[config.mk]
export PLATFORM = sky130hd
export DESIGN_NAME = wave_gen_flat
export DESIGN_NICKNAME = d
export VERILOG_FILES = /design/src/rtl/wave_gen_if.sv /design/src/rtl/wave_gen.sv /design/src/flat_wrapper.sv
export SDC_FILE = /design/constraint.sdc
export NUM_CORES = 1
export LEC_CHECK = 0
export ABC_AREA = 0
export BUFFER_PORTS_ARGS = -buffer_cell sky130_fd_sc_hd__buf_2
export CORE_ASPECT_RATIO = 0.8
export CORE_MARGIN = 2
export CORE_UTILIZATION = 59
export CTS_BUF_LIST = sky130_fd_sc_hd__clkbuf_8
export DETAILED_ROUTE_END_ITERATION = 6
export PLACE_DENSITY = 0.81
export SYNTH_ARGS = -nofsm -noshare
export SYNTH_HDL_FRONTEND = slang
export SYNTH_SLANG_ARGS = --single-unit
[constraint.sdc]
create_clock -name clk -period 4.85 [get_ports clk]
set_input_delay 0.7275 -clock clk [delete_from_list [all_inputs] [get_ports clk]]
set_output_delay 0.7275 -clock clk [all_outputs]
set_load 0.1 [all_outputs]
[src/rtl/wave_gen_if.sv]
// Sample/command bus between wave_gen and the DAC serializer.
// The master (wave_gen) drives value/command/valid; the slave answers with ready.
interface wave_gen_if #(
    parameter int OUT_W = 16
);
    logic [OUT_W-1:0] value;
    logic [15:0]      command;
    logic             valid;
    logic             ready;

    modport master (output value, output command, output valid, input ready);
    modport slave  (input value, input command, input valid, output ready);
endinterface

[src/rtl/wave_gen.sv]
// wave_gen: paced waveform sample generator (ramp / triangle / square / hold)
// feeding the DAC serializer over a valid/ready handshake.
// Optional build macro: WAVE_GEN_OVERRUN_EN adds a sticky overrun flag that is set
// whenever a tick is skipped because the output slot is still occupied.
//
// Triangle direction state:
//   state    | meaning
//   DIR_UP   | accumulator climbing towards hi (also the state after any restart)
//   DIR_DOWN | accumulator descending towards lo
module wave_gen #(
    parameter int          DATA_W = 12,
    parameter int          OUT_W  = 16,
    parameter int          DIV_W  = 5,
    parameter logic [15:0] CMD    = 16'h0C00
) (
    input  logic              clk,
    input  logic              reset,
    input  logic              enable,
    input  logic [1:0]        mode,
    input  logic [DIV_W-1:0]  div,
    input  logic [DATA_W-1:0] step,
    input  logic [DATA_W-1:0] lo,
    input  logic [DATA_W-1:0] hi,
    output logic              overrun,
    wave_gen_if.master        dac
);

    typedef enum logic {DIR_UP = 1'b0, DIR_DOWN = 1'b1} dir_t;

    localparam logic [1:0] MODE_RAMP   = 2'd0;
    localparam logic [1:0] MODE_TRI    = 2'd1;
    localparam logic [1:0] MODE_SQUARE = 2'd2;

    logic [DIV_W-1:0]  presc_q, presc_d;
    logic [DATA_W-1:0] acc_q, acc_d, acc_nxt;
    dir_t              dir_q, dir_d, dir_nxt;
    logic              start_q, start_d;
    logic              valid_q, valid_d;
    logic [OUT_W-1:0]  value_q, value_d;
    logic [1:0]        mode_q, mode_d;

    logic              tick, slot_free, start_eff;
    logic [DATA_W:0]   sum_up, lo_plus;

    // Prescaler compare; a live div below the count simply lets it run up and wrap.
    always_comb begin
        tick    = enable && (presc_q == div);
        presc_d = '0;
        if (enable && !tick) begin
            presc_d = presc_q + DIV_W'(1);
        end
    end

    // Candidate accumulator/direction for the next accepted tick (one extra bit, no wrap).
    always_comb begin
        sum_up    = {1'b0, acc_q} + {1'b0, step};
        lo_plus   = {1'b0, lo} + {1'b0, step};
        start_eff = start_q || (mode != mode_q);
        acc_nxt   = lo;
        dir_nxt   = dir_q;
        if (start_eff) begin
            dir_nxt = DIR_UP;
        end else if (lo <= hi) begin
            case (mode)
                MODE_RAMP: begin
                    if (step != '0 && sum_up <= {1'b0, hi}) begin
                        acc_nxt = sum_up[DATA_W-1:0];
                    end
                end
                MODE_TRI: begin
                    if (step != '0) begin
                        if (dir_q == DIR_UP) begin
                            if (sum_up >= {1'b0, hi}) begin
                                acc_nxt = hi;
                                dir_nxt = DIR_DOWN;
                            end else begin
                                acc_nxt = sum_up[DATA_W-1:0];
                            end
                        end else if ({1'b0, acc_q} < lo_plus) begin
                            dir_nxt = DIR_UP;
                        end else begin
                            acc_nxt = acc_q - step;
                        end
                    end
                end
                MODE_SQUARE: acc_nxt = (acc_q == lo) ? hi : lo;
                default:     acc_nxt = lo;
            endcase
        end
    end

    // Output slot handshake: accept a tick only when the slot is free or draining now.
    always_comb begin
        slot_free = !valid_q || dac.ready;
        acc_d     = acc_q;
        dir_d     = dir_q;
        value_d   = value_q;
        valid_d   = valid_q;
        start_d   = start_eff;
        mode_d    = mode;
        if (tick && slot_free) begin
            acc_d   = acc_nxt;
            dir_d   = dir_nxt;
            value_d = OUT_W'(acc_nxt);
            valid_d = 1'b1;
            start_d = 1'b0;
        end else if (valid_q && dac.ready) begin
            valid_d = 1'b0;
        end
    end

    // State registers.
    always_ff @(posedge clk or negedge reset) begin
        if (!reset) begin
            presc_q <= '0;
            acc_q   <= '0;
            dir_q   <= DIR_UP;
            start_q <= 1'b1;
            valid_q <= 1'b0;
            value_q <= '0;
            mode_q  <= '0;
        end else begin
            presc_q <= presc_d;
            acc_q   <= acc_d;
            dir_q   <= dir_d;
            start_q <= start_d;
            valid_q <= valid_d;
            value_q <= value_d;
            mode_q  <= mode_d;
        end
    end

`ifdef WAVE_GEN_OVERRUN_EN
    logic overrun_q, overrun_d;

    // Sticky flag: set by any tick lost to backpressure, cleared only by reset.
    always_comb begin
        overrun_d = overrun_q || (tick && !slot_free);
    end

    // Overrun register.
    always_ff @(posedge clk or negedge reset) begin
        if (!reset) begin
            overrun_q <= 1'b0;
        end else begin
            overrun_q <= overrun_d;
        end
    end

    assign overrun = overrun_q;
`else
    assign overrun = 1'b0;
`endif

    assign dac.value   = value_q;
    assign dac.valid   = valid_q;
    assign dac.command = CMD;

endmodule

[src/flat_wrapper.sv]
// flat-port wrapper written by rule: the top's interface ports become plain ports
module wave_gen_flat 
#(
    parameter int          DATA_W = 12,
    parameter int          OUT_W  = 16,
    parameter int          DIV_W  = 5,
    parameter logic [15:0] CMD    = 16'h0C00
)
  (clk, reset, enable, mode, div, step, lo, hi, overrun, dac_value, dac_command, dac_valid, dac_ready);
  wave_gen_if #(.OUT_W(OUT_W)) dac_i ();
  input  logic clk;
  input  logic reset;
  input  logic enable;
  input  logic [1:0] mode;
  input  logic [DIV_W-1:0] div;
  input  logic [DATA_W-1:0] step;
  input  logic [DATA_W-1:0] lo;
  input  logic [DATA_W-1:0] hi;
  output logic overrun;
  output wire logic [$bits(dac_i.value)-1:0] dac_value;
  output wire logic [$bits(dac_i.command)-1:0] dac_command;
  output wire logic [$bits(dac_i.valid)-1:0] dac_valid;
  input wire logic [$bits(dac_i.ready)-1:0] dac_ready;
  assign dac_value = dac_i.value;
  assign dac_command = dac_i.command;
  assign dac_valid = dac_i.valid;
  assign dac_i.ready = dac_ready;
  wave_gen #(.DATA_W(DATA_W), .OUT_W(OUT_W), .DIV_W(DIV_W), .CMD(CMD)) u_core (.clk(clk), .reset(reset), .enable(enable), .mode(mode), .div(div), .step(step), .lo(lo), .hi(hi), .overrun(overrun), .dac(dac_i));
endmodule
==> reports/results.txt <==
status = completed
slowest cell delay on critical path = 0.42 ns
power per cell area = 593 nW/um^2
top post-synthesis cells by area = ha_1, dfrtp_1, xnor2_1, a21oi_1, buf_4
Die Y = 82.1 um
synthesized area per cell = 8.11 sq um
die width = 102 um
Setup violations, final = 0
pin count of the biggest net entering global routing = 23
Slowest-stage cell, CP = a2111o_1
Slew @ Worst Pin = 1.02 ns
antenna-violating nets left = 0
Clk pin slew, worst setup/hold paths = 0.10 ns
share of the synthesized area in the top cell type = 0.197
RSZ-0062 raised after global routing = false
Clock Sinks = 22
number of synthesized flops with an enable pin = 0
first-pass GRT wire length = 22,100 um
final hold slack = 0.426 ns
vias per cell = 6.33
Slew HR = 0.303
clk_skew = 0.00246 ns
IO Count = 81
CTS Buffer Depth = 2
CTS H-tree depth = 1
cts hold-fix bufs = 0
PortBufs = 59
GRT Total Usage = 0.339
initial antenna violation count = 0
synth-to-layout area growth = 11.8%
top_reg_cell synth = dfrtp_1
Final nets = 747
Final TNS setup = 0 ns
WL/cell = 19.2 um
routed wire length = 14,000 um
CP Launch Type = input pin
DRC violations left = 0
Pwr Total = 0.00298 W
Pre-antenna DRT Iters = 5
Crit Path Max Fanout = 6
starting density of the core = 0.609
fin crit share = 0.936
synthesized area = 4500 sq um
Req. time, crit path = 5.00 ns
Crit Path Class = input pin to flip-flop
Post-DP HPWL = 11,400 um
core area = 7390 sq um
register area share after synthesis = 0.123
Peak VDD IR = 0.000515 V
vias in the first global route = 4,265
Slew Viols, Final = 0
Max Fclk = 0.220 GHz
internal reg-to-reg setup slack = 0.38 ns
yosys warns = 0
Hold Crit Class = input pin to async pin
die area = 8350 sq um
path depth of the worst reg2reg path = 18
layout cells sized above 1 = 0.195
# placed instances = 723
fin util = 0.681
CTS tree = yes
CTS root buffer = clkbuf_8
cell taking the most area after synthesis = ha_1
synth unique cells = 79
gr ovfl total = 0
Final Non-Filler Cells = 730
TritonCTS buffer count = 3
P_leak = 2.37 nW
latest clock arrival within the worst-skew pair = 0.28 ns
Yosys reg bits = 22
synthesized instance count = 555
reg2reg start = u_core.acc_q[2]
RR Endpoint = u_core.acc_q[0]
fin crit period = 4.54 ns
cell row count = 28
Setup crit end kind = flip-flop
Async SR Flop Fraction = 1.00
critical path arrival = 4.68 ns
Vias = 4,619
max-cap violation count = 0
final RePlAce weighted congestion = 0.960
# diodes = 0
final hold violation count = 0
iteration-0 DRC count of the detailed router = 459
crit-path cells = buf_2 > inv_1 > ha_1 > nor2b_1 > a211oi_4 > nor3_2 > o41ai_4 > buf_4 > nor4b_2 > a2111o_1 > ha_1 > nand3_1 > a21oi_1 > nand2b_1 > o221ai_2 > nor3_1 > buf_4 > or3_1 > a222oi_1 > o221ai_1
[power breakdown]
part / internal (W) / total, W / switching (W)
combinational: 0.000910 / 0.00246 / 0.00155
sequential: 0.000232 / 0.000333 / 0.000101
clock: 0.000111 / 0.000188 / 0.0000774
[cell families (layout without fill, tap and decap cells)]
| kind of cell | after synthesis | count (layout) | synth area share |
|---|---|---|---|
| XOR/XNOR | 47 | 47 | 0.0914 |
| adder cells (fa/ha/maj) | 74 | 74 | 0.211 |
| multiplexers | 14 | 14 | 0.0325 |
| buffers and inverters | 75 | 126 | 0.0853 |
| other | 2 | 21 | 0.00167 |
| AND/OR/NAND/NOR | 164 | 164 | 0.200 |
| AO/OA/AOI/OAI | 157 | 157 | 0.256 |
| flip-flops | 22 | 22 | 0.123 |
[final cells by class]
type,instances,area (sq um)
clock buffer,3,41.3
clock inverter,1,30.0
fill,622,2360
inverter,41,154
multi-input combinational,477,3670
sequential,22,552
tap,105,131
timing repair buffer,81,458
[Yosys cell counts, drive strengths merged (7+ instances only)]
| master | instances |
|---|---|
| nand4 | 9 |
| dfrtp | 21 |
| or3 | 8 |
| a211oi | 11 |
| buf | 27 |
| nor3 | 18 |
| o21ai | 27 |
| nor4 | 8 |
| ha | 71 |
| a21o | 7 |
| inv | 41 |
| nand3 | 20 |
| xnor2 | 34 |
| clkbuf | 7 |
| nand2 | 26 |
| mux2i | 9 |
| nand2b | 10 |
| nor2 | 36 |
| xor2 | 13 |
| o22ai | 9 |
| a21oi | 35 |
[placed cells by master, fill, tap and decap left out, types with 6 or more instances in the layout]
cell / count
and3_1: 6
nor3_1: 15
conb_1: 21
ha_1: 71
nand2_1: 25
nor4_1: 6
nand3_1: 19
nand4_1: 9
buf_4: 21
mux2i_1: 9
inv_1: 40
a21oi_1: 35
a21o_1: 7
a22oi_1: 6
o22ai_1: 9
nor2_1: 35
nand2b_1: 10
buf_2: 59
o21ai_0: 21
xor2_1: 13
dfrtp_1: 21
a211oi_1: 9
xnor2_1: 34
nor2b_1: 6
o31ai_1: 6
or3_1: 7
[critical path: cells and delay by family]
| kind | cells | cell delay, ns |
|---|---|---|
| AOI/OAI and AO/OA | 7 | 1.40 |
| adders and majority gates | 2 | 0.67 |
| buffers and inverters | 4 | 0.48 |
| and+or+nand+nor | 7 | 1.40 |
[worst max-delay path by stage]
stage	startpoint	to	slack [ns]
after floorplan	u_core.acc_q[2]	u_core.acc_q[1]	0.19
after global placement	step[1]	u_core.acc_q[0]	0.11
after detailed placement	step[1]	u_core.acc_q[0]	-0.005
after CTS	step[1]	u_core.acc_q[0]	0.28
after global routing	step[2]	u_core.acc_q[0]	0.02
final	step[2]	u_core.acc_q[0]	0.31
[state kept, by name, indices dropped and copies added (netlist names)]
signal / flops
u_core.acc_q: 12
u_core.dir_q: 1
u_core.start_q: 1
u_core.mode_q: 2
u_core.presc_q: 5
u_core.dac.valid: 1
[per-stage QoR]
step	worst slack [ns]	area, sq um
2_1_floorplan	0.191	4570
3_3_place_gp	0.107	4910
3_5_place_dp	-0.00455	4910
4_1_cts	0.278	4980
5_1_grt	0.0175	5030
6_report	0.312	5030
[metal layers]
layer / GRT usage / vias to the layer above / part of all wire / routed length (um)
met2: 0.532 / 273 / 0.43 / 6010
li1: - / 2170 / - / -
met3: 0.0732 / 26 / 0.10 / 1400
met4: 0.0608 / 0 / 0.013 / 189
met5: 0 / - / 0 / 0
met1: 0.484 / 2150 / 0.46 / 6420
[repair_timing]
action / 4_1_cts / 5_1_grt
endpoints found under the setup margin: 0 / 5
gates resized for setup: 0 / 4
setup buffers: 0 / 2
Note: power is estimated with default switching activity, not from simulation.
